`src/rtl/ps2_key_encoder.sv`:
```
// PS/2 keyboard receiver: synchronizes and deglitches the bus, deframes 11-bit
// frames and folds E0/F0 prefixes into a toggling 11-bit key event word.
module ps2_key_encoder #(
  parameter int FILT    = 8,
  parameter int TIMEOUT = 48000
) (
  input  logic        clk_sys,
  input  logic        reset_n,
  input  logic        ps2_clk,
  input  logic        ps2_data,
  output logic [10:0] ps2_key,
  output logic        frame_err
);

  localparam int FW = $clog2(FILT + 1);
  localparam int TW = $clog2(TIMEOUT + 1);

  localparam logic [1:0] S_IDLE    = 2'd0;
  localparam logic [1:0] S_EXT     = 2'd1;
  localparam logic [1:0] S_REL     = 2'd2;
  localparam logic [1:0] S_EXT_REL = 2'd3;

  logic [1:0]    clk_sync, dat_sync;
  logic [FW-1:0] filt_cnt;
  logic          clk_filt, clk_filt_d;
  logic          fall, dat;

  logic [3:0]    bit_cnt;
  logic [7:0]    data_sr;
  logic          par;
  logic [TW-1:0] idle_cnt;
  logic [1:0]    state;
  logic          byte_ok, byte_ignored;

  // Synchronizers and filter preset to the idle-high bus level so reset release
  // never looks like a falling edge.
  always_ff @(posedge clk_sys) begin
    if (!reset_n) begin
      clk_sync   <= 2'b11;
      dat_sync   <= 2'b11;
      filt_cnt   <= '0;
      clk_filt   <= 1'b1;
      clk_filt_d <= 1'b1;
    end else begin
      clk_sync   <= {clk_sync[0], ps2_clk};
      dat_sync   <= {dat_sync[0], ps2_data};
      clk_filt_d <= clk_filt;
      if (clk_sync[1] == clk_filt)
        filt_cnt <= '0;
      else if (filt_cnt == FW'(FILT - 1)) begin
        clk_filt <= clk_sync[1];
        filt_cnt <= '0;
      end else
        filt_cnt <= filt_cnt + 1'b1;
    end
  end

  assign fall = clk_filt_d & ~clk_filt;
  assign dat  = dat_sync[1];

  // Odd parity over data+parity, plus a high stop bit.
  assign byte_ok = (^{data_sr, par}) & dat;

  always_comb begin
    byte_ignored = 1'b0;
    case (data_sr)
      8'h00, 8'hAA, 8'hE1, 8'hEE, 8'hFA, 8'hFE, 8'hFF: byte_ignored = 1'b1;
      default: ;
    endcase
  end

  always_ff @(posedge clk_sys) begin
    if (!reset_n) begin
      bit_cnt   <= '0;
      data_sr   <= '0;
      par       <= 1'b0;
      idle_cnt  <= '0;
      state     <= S_IDLE;
      ps2_key   <= '0;
      frame_err <= 1'b0;
    end else begin
      frame_err <= 1'b0;
      if (fall) begin
        idle_cnt <= '0;
        case (bit_cnt)
          4'd0: if (!dat) bit_cnt <= 4'd1;
          4'd9: begin
            par     <= dat;
            bit_cnt <= 4'd10;
          end
          4'd10: begin
            bit_cnt <= '0;
            if (!byte_ok) begin
              frame_err <= 1'b1;
              state     <= S_IDLE;
            end else if (data_sr == 8'hE0)
              state <= state | S_EXT;
            else if (data_sr == 8'hF0)
              state <= state | S_REL;
            else if (!byte_ignored) begin
              ps2_key <= {~ps2_key[10], ~state[1], state[0], data_sr};
              state   <= S_IDLE;
            end
          end
          default: begin
            data_sr <= {dat, data_sr[7:1]};
            bit_cnt <= bit_cnt + 1'b1;
          end
        endcase
      end else if (bit_cnt != 4'd0) begin
        // Stalled mid-frame: abort once the bus has been quiet too long.
        if (idle_cnt >= TW'(TIMEOUT)) begin
          idle_cnt  <= '0;
          bit_cnt   <= '0;
          frame_err <= 1'b1;
          state     <= S_IDLE;
        end else
          idle_cnt <= idle_cnt + 1'b1;
      end else
        idle_cnt <= '0;
    end
  end

  // S_EXT_REL is reached only through the OR-in of the two prefix flags.
  logic unused_ok;
  assign unused_ok = &{1'b0, S_EXT_REL};

endmodule

```
`config.mk`:
```
export PLATFORM = sky130hd
export DESIGN_NAME = ps2_key_encoder
export DESIGN_NICKNAME = d
export VERILOG_FILES = /design/src/rtl/ps2_key_encoder.sv
export SDC_FILE = /design/constraint.sdc
export NUM_CORES = 1
export LEC_CHECK = 0
export BUFFER_PORTS_ARGS = -buffer_cell sky130_fd_sc_hd__buf_2
export CELL_PAD_IN_SITES_DETAIL_PLACEMENT = 0
export CELL_PAD_IN_SITES_GLOBAL_PLACEMENT = 1
export CORE_ASPECT_RATIO = 1.1
export CORE_MARGIN = 3
export CORE_UTILIZATION = 41
export CTS_CLUSTER_SIZE = 12
export DETAILED_ROUTE_END_ITERATION = 8
export GPL_TIMING_DRIVEN = 0
export PLACE_DENSITY_LB_ADDON = 0.1
export SLEW_MARGIN = 0
export SYNTH_ARGS = -nofsm -noshare
export SYNTH_HDL_FRONTEND = slang
export SYNTH_SLANG_ARGS = --single-unit
```
`constraint.sdc`:
```
create_clock -name clk_sys -period 1.85 [get_ports clk_sys]
set_input_delay 0.185 -clock clk_sys [delete_from_list [all_inputs] [get_ports clk_sys]]
set_output_delay 0.185 -clock clk_sys [all_outputs]
set_load 0.03 [all_outputs]
```
* Word level (Yosys, flattened, before mapping)
Cells that the tools add are included.
** Word-level totals
- Register bits after elaboration :: 53
- Input port bits :: 4
- Output and inout bits :: 12
- Logic and storage cells :: 83
** Cells by class
- Add/subtract/negate cells :: 3
- Order comparisons :: 1
- Equality and inequality tests :: 18
- Multiplexer cells :: 19
- Bitwise logic cells :: 12
- Reductions and logical operators :: 17
** Operator list (count)
- == test 8 bit (second input constant) :: 8
- adder 16 x 1 -> 16 bit (second input constant) :: 1
- greater-or-equal comparator 16 bit (second input constant) :: 1
- two-way mux 2 bit :: 8
- two-way mux 4 bit :: 4
- one-hot mux 4 bit (3 select lines) :: 1
- NOT 1 bit :: 10
- AND reduction 5 bit :: 2
- parity 9 bit :: 1
- adder 4 x 1 -> 4 bit (second input constant) :: 2
- == test 4 bit (second input constant) :: 2
- logical NOT 8 bit :: 1
- != test 4 x 3 -> 1 bit (second input constant) :: 2
- OR reduction 7 bit :: 1
- two-way mux 1 bit :: 6
- != test 3 bit (second input constant) :: 2
- AND reduction 2 bit :: 3
- AND reduction 6 bit :: 1
- OR reduction 3 bit :: 2
- == test 4 x 3 -> 1 bit (second input constant) :: 1
- logical NOT 4 bit :: 1
- != test 4 bit (second input constant) :: 1
- nonzero test 2 bit :: 2
- nonzero test 4 bit :: 1
- 5 further kinds :: 6

* Longest topological paths before layout
- Depth in word-level cells :: 9
- Gate-level depth with buffers :: 8
- Mapped depth without buffers :: 7

* Worst setup path before layout
No wires, ideal clock.
- Kind :: reg-to-reg
- From :: register data_sr[1]
- To :: register ps2_key[8]
- Arrival :: 1804 ps
- Slack :: -26 ps
- Stages on the path, launching flop included :: 8
- Path buffers :: 2
- Clock period less this slack :: 1876 ps
- Path through :: dfxtp_1 -> buf_2 -> xor2_1 -> xnor3_2 -> xor2_1 -> and4bb_4 -> buf_6 -> mux2i_1
** Between the ends
- Longest elaborated chain between the ends :: 5
** RTL lines
- start: declaration :: RTL line 29 : logic [7:0] data_sr;
- start signal: assignment :: RTL line 106 : data_sr <= {dat, data_sr[7:1]};
- == test 8 bit / logical NOT 8 bit (equally long branches) :: RTL line 66 : case (data_sr)
- OR reduction 7 bit :: RTL line 66
- two-way mux 1 bit :: RTL line 66
- NOT 1 bit (no source line)
- AND reduction 6 bit (no source line) (*)
- end signal: assignment :: RTL line 101 : ps2_key <= {~ps2_key[10], ~state[1], state[0], data_sr};
- end: declaration :: RTL line 11 : output logic [10:0] ps2_key,
Every way passes the cells marked *; elsewhere a longest branch is shown, timed or not.
A chain may end at the register's enable or synchronous reset.

* Worst setup path after layout
- From :: register data_sr[3]
- To :: register ps2_key[4]
The elaborated chain is that of the path after synthesis.

==> impl_metrics.py <==
metrics = {
    "outcome": {
        "status": "finished with violations",
        "failed_checks": "negative setup slack",
    },
    "logic_synthesis": {
        "yosysTopAreaCellShare_pct": 41.31,
        "syn_nets": 300,
        "syn_area_sq_um": 2569,
        "avgSynthCellArea_sq_um": 8.888,
        "synth_area_leaders": "dfxtp_1 (41%), mux2i_1 (7.8%), nor2_1 (5.6%)",
        "yosysMostFrequentCell": "dfxtp_1",
        "synth_top_family_by_area": "simple AND/OR/NAND/NOR gates",
        "synthTopCellsByCount": "dfxtp_1 (53), nor2_1 (38), nand2_1 (30), mux2i_1 (20)",
        "synth_fa_ha_area_share_pct": 3.410,
        "synth_edf_count": 0,
        "yosys.area.top_type": "dfxtp_1",
        "synth-xor-area-share_pct": 8.622,
        "ys_warn_count": 0,
        "muxShareOfSynthArea_pct": 7.793,
        "async_flop_share_pct": 0,
        "synth_compound_area_share_pct": 9.985,
        "syn_inst": 289,
        "ys.flop_type": "dfxtp_1",
        "yosys.cell_types.count": 44,
        "ys_seq_elements": 53,
        "synth_simple_gate_area_share_pct": 23.82,
        "ys_seq_area_share_pct": 41.31,
    },
    "detailed_routing": {
        "vias": 2034,
        "vias_per_cell": 5.098,
        "drtIter0Drc": 50,
        "drt-pass1-iter-count": 4,
        "wl_per_cell_microns": 13.71,
        "drc_errors": 0,
        "routed_wl_mm": 5.470,
        "drtAntennaViolNets": 0,
    },
    "critical_path": {
        "crit_path_end": "ps2_key[4]",
        "crit_arrival_ns": 2.10,
        "criticalPathCategory": "reg -> reg",
        "end_kind": "register",
        "cp_num_cells": 7,
        "max_stage_delay_ns": 0.47,
        "crit_fanout": 10,
        "rr_endpoint": "ps2_key[4]",
        "start_kind": "register",
        "path_cells": "buf_6 > xnor2_2 > xnor3_2 > xor2_2 > and4bb_4 > buf_12 > mux2i_1",
        "reg2reg_from": "data_sr[3]",
        "reg2regPathDepth": 7,
        "critical_path_buf_inv_count": 2,
        "r2r_slack_ns": -0.01,
        "crit_start": "data_sr[3]",
        "required_ns": 2.09,
        "crit_path_top_delay_cell": "xnor3_2",
        "crit_family": "XOR/XNOR gates",
    },
    "global_routing": {
        "first_global_vias": 1940,
        "met2_usage_pct": 30.67,
        "grt_antenna_before_repair": 0,
        "grt-ovfl-total": 0,
        "grt_use_total_pct": 16.29,
        "met1_usage_pct": 18.37,
        "grt_first_pass_wirelength_mm": 9.114,
        "gr-max-usage-layer": "met2",
        "grt_util_met3_pct": 3.327,
        "grt_max_degree": 17,
    },
    "timing": {
        "period_share_pct": 100.8,
        "worst_slew_pin_slew_ns": 0.6871,
        "clock_skew_ns": 0.002682,
        "holdWs_ns": 0.05340,
        "setup_viol": 5,
        "worst_slack_ns": -0.01484,
        "fin_crit_ns": 1.865,
        "slew_viol_final": 0,
        "grt_setup_unrepaired": "true",
        "fmax_mhz": 536.2,
        "hold_viol_final": 0,
        "maxSlewHeadroom_pct": 53.77,
    },
    "place": {
        "numPortBuffers": 14,
        "dp_cells": 380,
        "globalplace.congestion": 0.7920,
        "hpwl_mm": 3.806,
        "place_area_sq_um": 2740,
    },
    "cts": {
        "clock_latency_ns": 0.30,
        "cts_tree": "built",
        "clkTransAtPathRegs_ns": 0.10,
        "h-tree-depth": 2,
        "clock-root-buffer": "clkbuf_8",
        "clock-sinks": 53,
        "clk_path_buf_depth": 2,
        "cts-buffers-inserted": 5,
    },
    "run": {
        "max_cap_violations": 0,
    },
    "floorplan": {
        "fp.coreArea_sq_um": 5914,
        "die_w_microns": 81.47,
        "die_y_microns": 89.02,
        "initial_core_util_pct": 43.43,
        "num_rows": 29,
        "ios": 16,
        "die-area_sq_um": 7252,
    },
    "cells_and_area": {
        "nNetsFinal": 332,
        "final_cells": 399,
        "syn_to_final_growth_pct": 21.09,
        "antenna_cells": 0,
        "drive_gt1_share_pct": 23.29,
        "finalInstanceArea_sq_um": 3110,
    },
    "power_and_ir_drop": {
        "p_total_mw": 2.046,
        "ir_drop_uv": 298.9,
        "p_leak_nw": 1.191,
        "p_per_area_nw_per_um2": 657.9,
    },
    "min_path": {
        "hold_class": "in -> reg",
    },
}
==> per-stage QoR <==
| step | util [%] | setup TNS, ns | worst slack, ns |
|---|---|---|---|
| finish | 52.59 | -0.03142 | -0.01484 |
| global route | 52.59 | -1.003 | -0.1116 |
| CTS | 50.69 | -0.6335 | -0.06835 |
| detailed placement | 46.33 | -6.165 | -0.3338 |
| global placement | 46.33 | -6.333 | -0.3262 |
| floorplan | - | 0 | 0.0004292 |
==> kinds of logic after synthesis <==
| logic type | Yosys count |
|---|---|
| flops | 53 |
| simple gates | 122 |
| xor+xnor | 22 |
| mux | 20 |
| buf+inv | 29 |
| fa+ha+maj | 7 |
| compound gates | 36 |
==> worst min-delay path by stage <==
stage | startpoint | end | slack [ns] | depth (start not counted)
3_3_place_gp | ps2_data | dat_sync[0] | 0.37 | 2
6_report | ps2_data | dat_sync[0] | 0.05 | 2
2_1_floorplan | ps2_clk | clk_sync[0] | 0.29 | 1
3_5_place_dp | ps2_clk | clk_sync[0] | 0.37 | 2
4_1_cts | ps2_clk | clk_sync[0] | 0.04 | 2
5_1_grt | ps2_clk | clk_sync[0] | 0.04 | 2
==> routing by layer <==
layer | wire, microns | vias to the layer above
met5 | 0 | -
met4 | 57 | 0
met3 | 109 | 5
met2 | 2729 | 17
met1 | 2573 | 954
li1 | - | 1058
==> cell type report <==
type                    count  area [sq um]
fillers                   565          2804
multi-input cells         207          1495
flip-flops and latches     53          1075
repair buffers             27         171.4
plain buffers              16         111.4
well taps                  77         96.34
clock buffers               6         82.58
inverters                  11         41.29
clock inverters             2         37.54
==> state kept, by name, indices dropped and copies added, names as in the netlist <==
name,count
idle_cnt,16
data_sr,8
state,2
filt_cnt,4
dat_sync,2
frame_err,1
clk_filt,1
ps2_key,11
clk_sync,2
clk_filt_d,1
bit_cnt,4
par,1
==> what timing repair did <==
| action | 4_1_cts | 5_1_grt |
|---|---|---|
| pin swaps | 9 | 9 |
| hold buffers | 0 | 0 |
| setup buffers | 7 | 6 |
| setup endpoints to repair | 32 | 34 |
| resized for setup | 24 | 26 |
==> layout by cell type (no fill, tap or decap), types with 6 or more instances in the layout <==
cell type / instances
xnor2_1: 6
clkbuf_8: 6
o211ai_1: 7
nor2_1: 38
nand2_1: 30
nand2b_1: 8
nand4_1: 6
a21oi_1: 9
ha_1: 6
xor2_1: 11
buf_2: 15
nand3_1: 12
mux2i_1: 19
inv_1: 9
buf_4: 14
dfxtp_1: 46
==> report_power, final <==
| group | leakage (nW) | internal, mW | switching (mW) | total (mW) |
|---|---|---|---|---|
| Sequential | 0.432 | 1.14 | 0.00698 | 1.15 |
| Clock | 0.0574 | 0.440 | 0.386 | 0.827 |
| Combinational | 0.701 | 0.0247 | 0.0438 | 0.0685 |
| Total | 1.19 | 1.61 | 0.437 | 2.05 |
(Power assumes the default switching activity.)
